$ cat config.mk
export PLATFORM = sky130hd
export DESIGN_NAME = tv_sequencer_flat
export DESIGN_NICKNAME = d
export VERILOG_FILES = /design/src/rtl/tv_pkg.sv /design/src/rtl/tv_sequencer_if.sv /design/src/rtl/tv_mem.sv /design/src/rtl/tv_sequencer.sv /design/src/flat_wrapper.sv
export SDC_FILE = /design/constraint.sdc
export NUM_CORES = 1
export LEC_CHECK = 0
export ABC_CLOCK_PERIOD_IN_PS = 2150
export CELL_PAD_IN_SITES_DETAIL_PLACEMENT = 1
export CELL_PAD_IN_SITES_GLOBAL_PLACEMENT = 2
export CORE_ASPECT_RATIO = 0.5
export CORE_MARGIN = 2
export CORE_UTILIZATION = 36
export DETAILED_ROUTE_END_ITERATION = 10
export GPL_TIMING_DRIVEN = 0
export HOLD_SLACK_MARGIN = 0.12
export PLACE_DENSITY = 0.75
export RECOVER_POWER = 100
export SYNTH_ARGS = -nofsm -noshare
export SYNTH_HDL_FRONTEND = slang
export SYNTH_SLANG_ARGS = --single-unit
$ cat constraint.sdc
create_clock -name clk -period 2.15 [get_ports clk]
set_input_delay 0.215 -clock clk [delete_from_list [all_inputs] [get_ports clk]]
set_output_delay 0.215 -clock clk [all_outputs]
set_load 0.01 [all_outputs]
$ cat src/rtl/tv_pkg.sv
// Shared types and default sizing for the vector sequencer.
package tv_pkg;

   typedef enum logic [1:0] {IDLE, APPLY, CHECK, DONE} state_t;

   localparam int unsigned NIN_DEF    = 4;
   localparam int unsigned AW_DEF     = 4;
   localparam int unsigned DEPTH_DEF  = 16;
   localparam int unsigned SETTLE_DEF = 2;
   localparam int unsigned VW         = NIN_DEF + 1;
   localparam int unsigned CW         = AW_DEF + 1;

endpackage

$ cat src/rtl/tv_sequencer_if.sv
// Control, memory-load, DUT-drive and status signals of the vector sequencer.
interface tv_sequencer_if #(
   parameter int unsigned NIN = tv_pkg::NIN_DEF,
   parameter int unsigned AW  = tv_pkg::AW_DEF
);

   logic           start;
   logic [AW:0]    num_vec;
   logic           wr_en;
   logic [AW-1:0]  wr_addr;
   logic [NIN:0]   wr_data;
   logic [NIN-1:0] dut_a;
   logic           dut_y;
   logic           busy;
   logic           done;
   logic [AW:0]    vec_count;
   logic [AW:0]    err_count;
   logic           fail_valid;
   logic [AW-1:0]  fail_idx;

   modport master (
      output start, num_vec, wr_en, wr_addr, wr_data, dut_y,
      input  dut_a, busy, done, vec_count, err_count, fail_valid, fail_idx
   );

   modport slave (
      input  start, num_vec, wr_en, wr_addr, wr_data, dut_y,
      output dut_a, busy, done, vec_count, err_count, fail_valid, fail_idx
   );

endinterface

$ cat src/rtl/tv_mem.sv
// Vector memory: synchronous write, asynchronous read, contents not reset.
module tv_mem #(
   parameter int unsigned DEPTH = 16,
   parameter int unsigned AW    = 4,
   parameter int unsigned W     = 5
) (
   input  logic          clk,
   input  logic          we,
   input  logic [AW-1:0] waddr,
   input  logic [W-1:0]  wdata,
   input  logic [AW-1:0] raddr,
   output logic [W-1:0]  rdata
);

   logic [W-1:0] mem_q [DEPTH];

   always_ff @(posedge clk) begin
      if (we) mem_q[waddr] <= wdata;
   end

   assign rdata = mem_q[raddr];

endmodule

$ cat src/rtl/tv_sequencer.sv
// Applies stored vectors to a combinational DUT, checks its output and
// records vector/error counts plus the first failing index.
module tv_sequencer #(
   parameter int unsigned NIN    = tv_pkg::NIN_DEF,
   parameter int unsigned DEPTH  = tv_pkg::DEPTH_DEF,
   parameter int unsigned AW     = tv_pkg::AW_DEF,
   parameter int unsigned SETTLE = tv_pkg::SETTLE_DEF
) (
   input logic          clk,
   input logic          reset,
   tv_sequencer_if.slave bus
);

   import tv_pkg::*;

   localparam int unsigned VEC_W = NIN + 1;
   localparam int unsigned CNT_W = AW + 1;
   localparam int unsigned SW    = (SETTLE > 1) ? $clog2(SETTLE) : 1;
   localparam logic [CNT_W-1:0] DEPTH_C     = CNT_W'(DEPTH);
   localparam logic [SW-1:0]    SETTLE_LAST = SW'(SETTLE - 1);

   state_t             state_q, state_d;
   logic [AW-1:0]      idx_q, idx_d;
   logic [CNT_W-1:0]   n_q, n_d;
   logic [SW-1:0]      settle_q, settle_d;
   logic               load_q, load_d;
   logic [NIN-1:0]     dut_a_q, dut_a_d;
   logic               exp_q, exp_d;
   logic [CNT_W-1:0]   vec_q, vec_d;
   logic [CNT_W-1:0]   err_q, err_d;
   logic               fv_q, fv_d;
   logic [AW-1:0]      fidx_q, fidx_d;

   logic               busy;
   logic               last_vec;
   logic [AW-1:0]      rd_addr;
   logic [VEC_W-1:0]   rd_data;
   logic [NIN-1:0]     stim;

   assign busy     = (state_q == APPLY) || (state_q == CHECK);
   assign last_vec = ({1'b0, idx_q} == (n_q - CNT_W'(1)));

   // First APPLY cycle of a run fetches mem[idx]; CHECK prefetches the next entry
   // so later vectors need no extra load cycle.
   assign rd_addr = (state_q == APPLY && load_q) ? idx_q : idx_q + AW'(1);

   tv_mem #(
      .DEPTH (DEPTH),
      .AW    (AW),
      .W     (VEC_W)
   ) u_mem (
      .clk   (clk),
      .we    (bus.wr_en && !busy),
      .waddr (bus.wr_addr),
      .wdata (bus.wr_data),
      .raddr (rd_addr),
      .rdata (rd_data)
   );

   // Stimulus field is stored a[0]-first: wr_data[NIN] drives a[0].
   always_comb begin
      stim = '0;
      for (int unsigned i = 0; i < NIN; i++) stim[i] = rd_data[NIN - i];
   end

   always_ff @(posedge clk or posedge reset) begin
      if (reset) begin
         state_q  <= IDLE;
         idx_q    <= '0;
         n_q      <= '0;
         settle_q <= '0;
         load_q   <= 1'b0;
         dut_a_q  <= '0;
         exp_q    <= 1'b0;
         vec_q    <= '0;
         err_q    <= '0;
         fv_q     <= 1'b0;
         fidx_q   <= '0;
      end else begin
         state_q  <= state_d;
         idx_q    <= idx_d;
         n_q      <= n_d;
         settle_q <= settle_d;
         load_q   <= load_d;
         dut_a_q  <= dut_a_d;
         exp_q    <= exp_d;
         vec_q    <= vec_d;
         err_q    <= err_d;
         fv_q     <= fv_d;
         fidx_q   <= fidx_d;
      end
   end

   always_comb begin
      state_d  = state_q;
      idx_d    = idx_q;
      n_d      = n_q;
      settle_d = settle_q;
      load_d   = load_q;
      dut_a_d  = dut_a_q;
      exp_d    = exp_q;
      vec_d    = vec_q;
      err_d    = err_q;
      fv_d     = fv_q;
      fidx_d   = fidx_q;
      case (state_q)
         IDLE, DONE: begin
            if (bus.start) begin
               vec_d    = '0;
               err_d    = '0;
               fv_d     = 1'b0;
               fidx_d   = '0;
               idx_d    = '0;
               settle_d = '0;
               load_d   = 1'b1;
               n_d      = (bus.num_vec > DEPTH_C) ? DEPTH_C : bus.num_vec;
               state_d  = APPLY;
            end
         end
         APPLY: begin
            if (load_q) begin
               load_d = 1'b0;
               if (n_q == '0) begin
                  state_d = DONE;
               end else begin
                  dut_a_d = stim;
                  exp_d   = rd_data[0];
               end
            end else if (settle_q == SETTLE_LAST) begin
               settle_d = '0;
               state_d  = CHECK;
            end else begin
               settle_d = settle_q + SW'(1);
            end
         end
         CHECK: begin
            vec_d = vec_q + CNT_W'(1);
            if (bus.dut_y != exp_q) begin
               err_d = err_q + CNT_W'(1);
               if (!fv_q) begin
                  fv_d   = 1'b1;
                  fidx_d = idx_q;
               end
            end
            if (last_vec) begin
               state_d = DONE;
            end else begin
               idx_d   = idx_q + AW'(1);
               dut_a_d = stim;
               exp_d   = rd_data[0];
               state_d = APPLY;
            end
         end
         default: state_d = IDLE;
      endcase
   end

   assign bus.dut_a      = dut_a_q;
   assign bus.busy       = busy;
   assign bus.done       = (state_q == DONE);
   assign bus.vec_count  = vec_q;
   assign bus.err_count  = err_q;
   assign bus.fail_valid = fv_q;
   assign bus.fail_idx   = fidx_q;

endmodule
$ cat src/flat_wrapper.sv
// flat-port wrapper written by rule: the top's interface ports become plain ports
module tv_sequencer_flat import tv_pkg::*;
#(
   parameter int unsigned NIN    = tv_pkg::NIN_DEF,
   parameter int unsigned DEPTH  = tv_pkg::DEPTH_DEF,
   parameter int unsigned AW     = tv_pkg::AW_DEF,
   parameter int unsigned SETTLE = tv_pkg::SETTLE_DEF
)
  (clk, reset, bus_start, bus_num_vec, bus_wr_en, bus_wr_addr, bus_wr_data, bus_dut_y, bus_dut_a, bus_busy, bus_done, bus_vec_count, bus_err_count, bus_fail_valid, bus_fail_idx);
  tv_sequencer_if #(.NIN(NIN), .AW(AW)) bus_i ();
  input logic clk;
  input logic reset;
  input wire logic [$bits(bus_i.start)-1:0] bus_start;
  input wire logic [$bits(bus_i.num_vec)-1:0] bus_num_vec;
  input wire logic [$bits(bus_i.wr_en)-1:0] bus_wr_en;
  input wire logic [$bits(bus_i.wr_addr)-1:0] bus_wr_addr;
  input wire logic [$bits(bus_i.wr_data)-1:0] bus_wr_data;
  input wire logic [$bits(bus_i.dut_y)-1:0] bus_dut_y;
  output wire logic [$bits(bus_i.dut_a)-1:0] bus_dut_a;
  output wire logic [$bits(bus_i.busy)-1:0] bus_busy;
  output wire logic [$bits(bus_i.done)-1:0] bus_done;
  output wire logic [$bits(bus_i.vec_count)-1:0] bus_vec_count;
  output wire logic [$bits(bus_i.err_count)-1:0] bus_err_count;
  output wire logic [$bits(bus_i.fail_valid)-1:0] bus_fail_valid;
  output wire logic [$bits(bus_i.fail_idx)-1:0] bus_fail_idx;
  assign bus_i.start = bus_start;
  assign bus_i.num_vec = bus_num_vec;
  assign bus_i.wr_en = bus_wr_en;
  assign bus_i.wr_addr = bus_wr_addr;
  assign bus_i.wr_data = bus_wr_data;
  assign bus_i.dut_y = bus_dut_y;
  assign bus_dut_a = bus_i.dut_a;
  assign bus_busy = bus_i.busy;
  assign bus_done = bus_i.done;
  assign bus_vec_count = bus_i.vec_count;
  assign bus_err_count = bus_i.err_count;
  assign bus_fail_valid = bus_i.fail_valid;
  assign bus_fail_idx = bus_i.fail_idx;
  tv_sequencer #(.NIN(NIN), .DEPTH(DEPTH), .AW(AW), .SETTLE(SETTLE)) u_core (.clk(clk), .reset(reset), .bus(bus_i));
endmodule
== Word-level counts from Yosys, hierarchy flattened ==
Memories as Yosys holds them, arrays and structs flattened.
Cells that the tools add are included.

* Memory bits (writable): 80
* Flip-flop bits (word level): 33
* Logic and storage cells: 87
* ROM bits: 0
* Bits in latches: 0
* Memories: 1

{| class="wikitable"
|+ Memories
! memory !! depth !! width !! rd ports !! clocked after memory_dff !! wr ports !! RTL line !! RTL
|-
| u_core.u_mem.mem_q || 16 || 5 || 1 || 0 || 1 || tv_mem.sv:15 || <nowiki>logic [W-1:0] mem_q [DEPTH];</nowiki>
|}

* Reduce and logical (&&, ||, !) cells: 19
* Div/mod/pow operators: 0
* Bitwise gates (word level): 0
* Add/subtract/negate cells: 5
* Multiply operators: 0
* Order comparisons: 1
* Equal/unequal tests: 14
* Shift operators: 0
* Multiplexer cells: 36

{| class="wikitable"
|+ Operators with widths
! operator !! number
|-
| $mux 4 || 8
|-
| $pmux 4 s2 || 3
|-
| $pmux 5 s2 || 2
|-
| $mux 5 || 3
|-
| $ne 2x2->1 const B || 6
|-
| $reduce_and 3->1 || 4
|-
| $add 5x1->5 const B || 2
|-
| $mux 1 || 10
|-
| $mux 2 || 5
|-
| $pmux 1 s2 || 4
|-
| $reduce_and 4->1 || 2
|-
| $pmux 2 s3 || 1
|-
| $reduce_and 2->1 || 3
|-
| $reduce_bool 2->1 || 3
|-
| $eq 4x5->1 || 1
|-
| $gt 5x5->1 const B || 1
|-
| $logic_not 5->1 || 1
|-
| $sub 5x1->5 const B || 1
|-
| $add 4x1->4 const B || 1
|-
| $eq 2x2->1 const B || 2
|-
| $ne 3x1->1 const B || 1
|-
| $ne 3x3->1 const B || 1
|-
| $eq 2x1->1 const B || 1
|-
| $logic_and 1x1->1 || 2
|-
| 7 further kinds || 7
|}

== Depth between registers and ports, before layout ==
Gate-level depths: netlist of run 1.
An unclocked memory read counts as a cell.

* Depth in word-level cells: 7
* Mapped depth: 11
* Depth with buffers taken out: 8

== Modules after synthesis ==
From an unflattened synthesis of run 1, not the netlist that was laid out.

* Cells, all modules: 330
* Area, all modules: 4934.7 µm²

{| class="wikitable"
|+ Modules (own cells, without submodules)
! module !! sequential area each (µm²) !! cells each !! area an instance (µm²) !! instances
|-
| tv_mem || 2402.3 || 150 || 3113.0 || 1
|-
| tv_sequencer || 825.8 || 180 || 1821.7 || 1
|}

== Least setup slack after synthesis of run 1 ==
OpenSTA, ideal clock, no wires.

* Path kind: register to register
* Start: register u_core.state_q[0]
* End: memory u_core.u_mem.mem_q[0][0], enable pin
* Arrival time: 1.659 ns
* Library setup time: 0.374 ns
* Cell stages (with the launch flop): 7
* Setup slack: 0.117 ns
* Period minus slack after synthesis: 2.033 ns
* Required time: 1.776 ns
* Buffers on the path: 1
* Cells stage by stage: dfrtp_1 -> inv_1 -> ha_1 -> buf_2 -> nand2_1 -> or3_1 -> nor3_1

* Longest elaborated chain between the ends: 6

{| class="wikitable"
|+ Ends and longest elaborated chain
! item !! RTL line !! RTL
|-
| from (decl) || tv_sequencer.sv:22 || <nowiki>state_t state_q, state_d;</nowiki>
|-
| from (signal assigned) || tv_sequencer.sv:80 || <nowiki>state_q <= state_d;</nowiki>
|-
| $eq 2x1->1 or $eq 2x2->1 (tied branches) || tv_sequencer.sv:40 || <nowiki>assign busy = (state_q == APPLY) || (state_q == CHECK);</nowiki>
|-
| $logic_or 1x1->1 (*) || tv_sequencer.sv:40 ||
|-
| $logic_not 1->1 (*) || tv_sequencer.sv:53 || <nowiki>.we (bus.wr_en && !busy),</nowiki>
|-
| $logic_and 1x1->1 (*) || tv_sequencer.sv:53 ||
|-
| $mux 1 (*) || tv_mem.sv:18 || <nowiki>if (we) mem_q[waddr] <= wdata;</nowiki>
|-
| $mux 1 (implied by the code) (*) || tv_mem.sv:18 ||
|-
| to (decl) || tv_mem.sv:15 ||
|}

Mark *: on every way between the ends. The rest lies on a longest branch, timed or not.

== Worst setup path in the final report of run 1 ==
* Start: register u_core.state_q[0]
* End: register u_core.dut_a_q[1], in the netlist u_core.bus.dut_a[1]

* Longest elaborated chain between the ends: 7

{| class="wikitable"
|+ Ends and longest elaborated chain
! item !! RTL line !! RTL
|-
| $eq 2x1->1 || tv_sequencer.sv:45, tv_sequencer.sv:106 ||
|-
| $logic_and 1x1->1 || tv_sequencer.sv:45 || <nowiki>assign rd_addr = (state_q == APPLY && load_q) ? idx_q : idx_q + AW'(1);</nowiki>
|-
| $mux 4 || tv_sequencer.sv:45 ||
|-
| $mem_v2 16x5 || -- ||
|-
| $mux 4 || tv_sequencer.sv:123 || <nowiki>if (n_q == '0) begin</nowiki>
|-
| $mux 4 || tv_sequencer.sv:121 || <nowiki>if (load_q) begin</nowiki>
|-
| $pmux 4 s2 || tv_sequencer.sv:106 || <nowiki>case (state_q)</nowiki>
|-
| to (signal assigned) || tv_sequencer.sv:85 || <nowiki>dut_a_q <= dut_a_d;</nowiki>
|-
| to (decl) || tv_sequencer.sv:27 || <nowiki>logic [NIN-1:0] dut_a_q, dut_a_d;</nowiki>
|}

Several ways; a longest one is shown, not always the timed one. The select of a mux whose other input is x is not followed.
A chain may end at the register's enable or synchronous reset.

==> run_results.csv, run 1 <==
group,metric,value,unit
final_layout,antenna_cells,0,
clock_tree,ctsHoldBuffers,0,
sta,min_period_over_period,101,%
synth,synth.ff_latch_count,113,
clock_tree,cts_tree,"built",
global_routing,grt_pass1_vias,4308,
route,post-route-drc-count,0,
synth,syn_inst,459,
clock_tree,cts_sinks,113,
final_layout,synthToLayoutAreaGrowth,35.0,%
route,drt_iter0_drc,333,
status,status,"complete, but fails checks",
final_layout,drive_above_1_share,26.3,%
die,start_util,36.4,%
route,dr.pass1.iters,4,
place,portBuffers,39,
min_path,min_path_cells,3,
clock_tree,clk_latency,0.41,ns
worst_setup_path,worstSetupEndpointType,"flip-flop",
clock_tree,root_buffer,"clkbuf_16",
die,core_area,15200,µm²
synth,synthTopCellsByArea,"edfxtp_1 43%, dfrtp_1 15%, mux2i_1 6.1%",
final_layout,final_cell_mix,"80 x edfxtp_1, 52 x nand2_1, 34 x mux2i_1, 32 x dfrtp_1, 26 x dlygate4sd3_1",
synth,synth_edf_count,80,
global_routing,grtUsageTotal,19.9,%
synth,yosysSeqAreaShare,58.2,%
worst_setup_path,crit_chain,"ha_2 > buf_12 > a21boi_4 > xor2_4 > a221oi_1 > a31oi_1 > nand4_1 > a41oi_2",
sta,rsz0062_at_grt,"true",
clock_tree,htreeDepth,4,
worst_setup_path,path_class,"flip-flop to flip-flop",
pwr,ir_worst_vdd,580,µV
synth,synthArstFlopShare,29.2,%
final_layout,utilization,49.2,%
final_layout,nNetsFinal,561,
die,die-area,16500,µm²
final_layout,multi_input_area,2510,µm²
place,dp_hpwl,10.6,mm
worst_setup_path,cp_max_fo,7,
sta,setup_viol,1,
place,dp_slack,-0.483,ns
synth,syn-mean-instance-area,12.1,µm²
final_layout,fillers,1560,
route,ant_nets,0,
final_layout,regArea,3230,µm²
synth,synth_area,5550,µm²
route,wl_per_cell,21.5,µm
global_routing,grt_pass1_wl,24.8,mm
worst_setup_path,arrival,2.49,ns
sta,final_max_slew_viol_count,0,
pwr,p_leak,0.00273,µW
clock_tree,clk_pin_slew,0.06,ns
place,gp_congestion,0.822,
synth,synth_area_leader_cell,"edfxtp_1",
global_routing,grt_antenna_before_repair,0,
sta,hold_viol,0,
sta,tightest_slew,1.36,ns
status,violations,"setup timing",
worst_setup_path,worstSetupStartpointType,"flip-flop",
pwr,powerDensity,1300,nW/µm²
sta,timing.fmax,461,MHz
clock_tree,numCtsBuffers,17,
worst_setup_path,worst_path_max_delay_cell,"dfrtp_1",
worst_setup_path,ff2ff_path_depth,8,
die,dieHeight,91.8,µm
global_routing,overflow,0,
flow_run,maxCapViolCount,0,
sta,finalClockSkew,0.00882,ns
sta,fin_crit,2.17,ns
sta,setup_ws,-0.0181,ns
worst_setup_path,slowest_delay,0.43,ns
die,rows,32,
synth,syn_nets,485,
clock_tree,cts_buffer_depth,2,
synth,ys_warn_count,0,
route,vias,4147,
global_routing,grt_max_degree,34,
route,wl,16.1,mm
synth,synth_top_cell_area_share,43.3,%
route,post_drt_via_cell_ratio,5.51,
die,die_w,180,µm
min_path,min_path_type,"primary input to flip-flop",
sta,slew_headroom,9.10,%
worst_setup_path,worst_ep_required_time,2.48,ns
final_layout,layout_commonest_cell,"edfxtp_1",
synth,dominantRegCellSynth,"edfxtp_1",
die,ios,40,
synth,synth_cell_types,51,
-- through the flow --
step	cells	instance area [µm²]	setup TNS, ns	hold slack [ns]	power (µW)
final	752	7490	-0.0181	0.369	9760
after global routing	752	7490	-0.816	0.401	10200
after CTS	741	7230	-0.0414	0.287	9410
after detailed placement	702	6190	-13.43	0.497	5830
after global placement	702	6190	-12.00	0.477	5780
after floorplan	459	5550	0	0.314	4820
-- synthesized netlist by cell type (3+ instances only) --
cell type	number
nor2_1	26
dfrtp_1	33
nand3_1	24
a221oi_1	11
nand2b_1	11
mux4_2	5
inv_1	8
nor3_1	8
nand4_1	7
mux2_2	8
o21ai_1	8
a31oi_1	11
xnor2_1	6
mux2i_1	34
buf_4	3
ha_1	7
edfxtp_1	80
buf_2	14
nor3b_1	4
a21o_1	4
clkbuf_1	7
a22oi_1	15
xor2_1	5
o21ai_0	19
nand2_1	52
a21oi_1	11
a22o_1	7
-- state kept, by name (all words and copies together) (netlist names) --
name                   count
u_core.bus.vec_count       5
u_core.bus.err_count       5
u_core.bus.fail_valid      1
u_core.idx_q               4
u_core.u_mem.mem_q        80
u_core.bus.dut_a           4
u_core.bus.fail_idx        4
u_core.state_q             2
u_core.n_q                 5
u_core.exp_q               1
u_core.settle_q            1
u_core.load_q              1
-- critical path: cells and delay by family, from the launching register on --
family	cells	cell delay, ns
buf+inv	1	0.15
xor+xnor	1	0.33
simple gates	1	0.19
compound gates	4	0.75
fa+ha+maj	1	0.23
flops	1	0.43
-- power by group --
part	switching (µW)	internal, µW
Sequential	182	2550
Combinational	2160	1690
Clock	1100	2080
Total	3440	6320
-- worst paths after layout --
check / startpoint / to / slack (ns)
worst max-delay path: u_core.state_q[0] / u_core.bus.dut_a[1] / -0.02
worst min-delay path: bus_num_vec[1] / u_core.n_q[1] / 0.37
worst max register to register: u_core.state_q[0] / u_core.bus.dut_a[1] / -0.02
worst min register to register: u_core.bus.err_count[4] / u_core.bus.err_count[4] / 0.49
max in group asynchronous: reset / u_core.load_q / 0.61
min in group asynchronous: reset / u_core.bus.err_count[3] / 0.63
-- logic make-up (layout without fill, tap and decap cells) --
family / count (synthesis) / after routing / synth area share (%)
buf+inv: 33 / 122 / 2.89
mux: 48 / 48 / 10.0
xor+xnor: 13 / 13 / 2.32
flops: 113 / 113 / 58.2
fa+ha+maj: 7 / 7 / 1.58
simple gates: 148 / 148 / 12.9
compound gates: 97 / 97 / 12.1
-- what timing repair did --
| item | in CTS | in global routing |
|---|---|---|
| pin swaps | 6 | 22 |
| gates cloned | 0 | 1 |
| gates resized for setup | 71 | 40 |
| setup buffers | 8 | 10 |
| setup endpoints to repair | 69 | 43 |
-- routing by layer --
metal | GRT usage (%) | up-vias | share of wire [%]
met5 | 0 | - | 0
met4 | 5.96 | 0 | 1.1
met3 | 3.81 | 23 | 5.2
met2 | 32.6 | 117 | 47
met1 | 26.9 | 2112 | 47
li1 | - | 1895 | -
-- layout make-up --
cell class	count	area share, %
Clock inverter	14	3.07
Timing Repair Buffer	58	7.84
Sequential cell	113	43.1
Buffer	24	2.91
Clock buffer	18	5.73
Inverter	8	0.401
Multi-Input combinational cell	313	33.5
Tap cell	204	3.41
(Power assumes the default switching activity.)
==> inputs of run 2 (changes only) <==
- ABC_AREA: default -> 1
- CORE_UTILIZATION: 36 -> 34
- PLACE_DENSITY: 0.75 -> 0.76
==> run 2 against run 1 <==
  * The run still ends with setup timing left
  * Sequential cell count stayed put
  * Sequential power decreased by 11%
  * Combinational power is 94% lower
  * Global-route usage shrank 1.3 points
  * Worst hold slack got worse by 0.10 ns
  * Cell area is 10% lower
  * Core utilization down 5.6 points
  * Register-to-register slack worse by 0.02 ns
  * Critical path type unchanged
  * Largest cell class unchanged
  * Largest power group is now the clock network
==> run_results.csv, run 2 <==
group,metric,value,unit
synth,synth_area,5370,µm²
sta,tightest_slew,1.02,ns
place,gp_congestion,0.757,
worst_setup_path,cp_max_fo,5,
status,status,"complete, but fails checks",
sta,slew_headroom,31.9,%
die,ios,40,
place,dp_hpwl,10.2,mm
worst_setup_path,path_class,"flip-flop to flip-flop",
die,core_area,15400,µm²
flow_run,maxCapViolCount,0,
place,dp.cells,807,
worst_setup_path,arrival,2.23,ns
clock_tree,htreeDepth,4,
synth,yosysSeqAreaShare,60.1,%
sta,hold_ws,0.267,ns
final_layout,layout_commonest_cell,"nand2_1",
synth,synth_cell_types,34,
global_routing,grtUsageTotal,18.6,%
clock_tree,ctsHoldBuffers,0,
route,post-route-drc-count,0,
synth,synth_area_leader_cell,"edfxtp_1",
die,rows,32,
synth,synth_edf_count,80,
die,die_w,182,µm
synth,synth_common_cells,"131 x nand2_1, 96 x nand3_1, 90 x inv_1",
die,dieHeight,92.9,µm
synth,syn_inst,563,
pwr,powerDensity,851,nW/µm²
final_layout,drive_above_1_share,11.3,%
global_routing,overflow,0,
clock_tree,clk_latency,0.42,ns
pwr,p_leak,0.00289,µW
sta,setup_viol,20,
route,vias,4067,
sta,final_max_slew_viol_count,0,
synth,ys_warn_count,0,
die,die-area,16900,µm²
route,dr.pass1.iters,4,
route,wl,14.5,mm
die,start_util,34.9,%
final_layout,synthToLayoutAreaGrowth,25.2,%
final_layout,largest_reg_flops,80,
route,ant_nets,0,
min_path,min_path_type,"primary input to async pin",
synth,dominantRegCellSynth,"edfxtp_1",
sta,timing.setup.tns,-0.441,ns
synth,synth.ff_latch_count,113,
final_layout,antenna_cells,0,
worst_setup_path,ff2ff_path_depth,5,
global_routing,grt_pass1_wl,23.5,mm
worst_setup_path,worst_ep_required_time,2.19,ns
clock_tree,cts_sinks,113,
final_layout,largest_register,"u_core.u_mem.mem_q",
route,post_drt_via_cell_ratio,4.85,
sta,min_period_over_period,102,%
sta,fin_crit,2.19,ns
synth,synth_top_cell_area_share,44.7,%
pwr,ir_worst_vdd,599,µV
worst_setup_path,worstSetupStartpointType,"flip-flop",
sta,timing.fmax,457,MHz
status,violations,"setup timing",
route,wl_per_cell,17.2,µm
sta,setup_ws,-0.0361,ns
clock_tree,cts_tree,"built",
synth,yosysMostFrequentCell,"nand2_1",
clock_tree,cts_buffer_depth,2,
worst_setup_path,worstSetupEndpointType,"flip-flop",
global_routing,grt_max_degree,22,
global_routing,grt_pass1_vias,4306,
sta,finalClockSkew,0.00957,ns
synth,syn-mean-instance-area,9.55,µm²
clock_tree,root_buffer,"clkbuf_16",
sta,rsz0062_at_grt,"true",
final_layout,final_cells,839,
global_routing,grt_antenna_before_repair,0,
clock_tree,numCtsBuffers,17,
place,portBuffers,39,
route,drt_iter0_drc,235,
clock_tree,postCtsSetupBuffers,0,
final_layout,nNetsFinal,648,
final_layout,final_cell_mix,"129 x nand2_1, 96 x nand3_1, 90 x inv_1, 80 x edfxtp_1, 33 x dfrtp_1",
sta,hold_viol,0,
clock_tree,clk_pin_slew,0.06,ns
synth,synthTopCellsByArea,"edfxtp_1 45%, dfrtp_1 15%, nand2_1 9.2%",
synth,syn_nets,589,
synth,synthArstFlopShare,29.2,%
==> run 2: cell types whose count changed after synthesis, moves of 15 or more <==
cell      change
nand3_1      +72
a22oi_1      -15
nand3b_1     +21
mux2i_1      -33
nand2_1      +79
inv_1        +82
==> run 2: path summary, 6_finish.rpt <==
kind / slack [ns] / to / from
worst max-delay path: -0.04 / u_core.u_mem.mem_q[4][0] / u_core.state_q[1]
worst min-delay path: 0.27 / u_core.bus.err_count[4] / reset
worst max register to register: -0.04 / u_core.u_mem.mem_q[4][0] / u_core.state_q[1]
worst min register to register: 0.47 / u_core.bus.dut_a[1] / u_core.bus.dut_a[1]
max in group asynchronous: 0.47 / u_core.idx_q[0] / reset
min in group clk: 0.41 / u_core.n_q[0] / bus_num_vec[0]
==> run 2: layout make-up <==
cell class                 instances  area (µm²)
clock buffer                      18         429
multi-input combinational        340        1740
clock inverter                    14         201
fill                            1735        8690
sequential                       113        3230
inverter                          93         357
buffer                            17         110
timing repair buffer              40         403
tap                              204         255
==> run 2: critical path, stage by stage (launching register included) <==
cell,delay [ns]
dfrtp_1,0.42
ha_2,0.41
nand2_1,0.16
inv_1,0.14
nand3_1,0.17
nor2_1,0.51
==> run 2: what timing repair did <==
| action | 4_1_cts | 5_1_grt |
|---|---|---|
| resized for setup | 3 | 29 |
| cloned | 0 | 0 |
| endpoints found under the setup margin | 31 | 63 |
| hold endpoints to repair | 0 | 0 |
==> run 2: cell families (layout without fill, tap and decap cells) <==
group                    after synthesis  after routing  synth area share [%]
AND/OR/NAND/NOR                      289            289                  24.7
flip-flops                           113            113                  60.1
buffers and inverters                110            182                  8.31
AO/OA/AOI/OAI                         34             34                  3.66
XOR/XNOR                               9              9                  1.47
adder cells (fa/ha/maj)                7              7                  1.63
multiplexers                           1              1                 0.186
==> run 2: through the flow <==
step | utilization [%] | total power [µW] | area [µm²] | setup slack, ns
after floorplan | - | 2550 | 5370 | 0.486
after global placement | 39.1 | 2720 | 6020 | -0.0605
after detailed placement | 39.2 | 2730 | 6050 | -0.0679
after CTS | 43.4 | 5790 | 6690 | -0.0128
after global routing | 43.6 | 5890 | 6730 | -0.187
final | 43.6 | 5720 | 6730 | -0.0361
==> run 2: power breakdown <==
group	switching, µW	internal [µW]	leakage, µW
Combinational	121	121	0.00149
Clock	1100	1960	0.000302
Sequential	41.2	2380	0.00110
Total	1260	4460	0.00289
==> run 2: metal layers <==
| metal | vias up | track usage (%) | wire length (µm) |
|---|---|---|---|
| met4 | 0 | 6.10 | 147 |
| li1 | 1977 | - | - |
| met2 | 72 | 31.2 | 6790 |
| met1 | 2005 | 24.8 | 7000 |
| met3 | 13 | 2.91 | 526 |
| met5 | - | 0 | 0 |
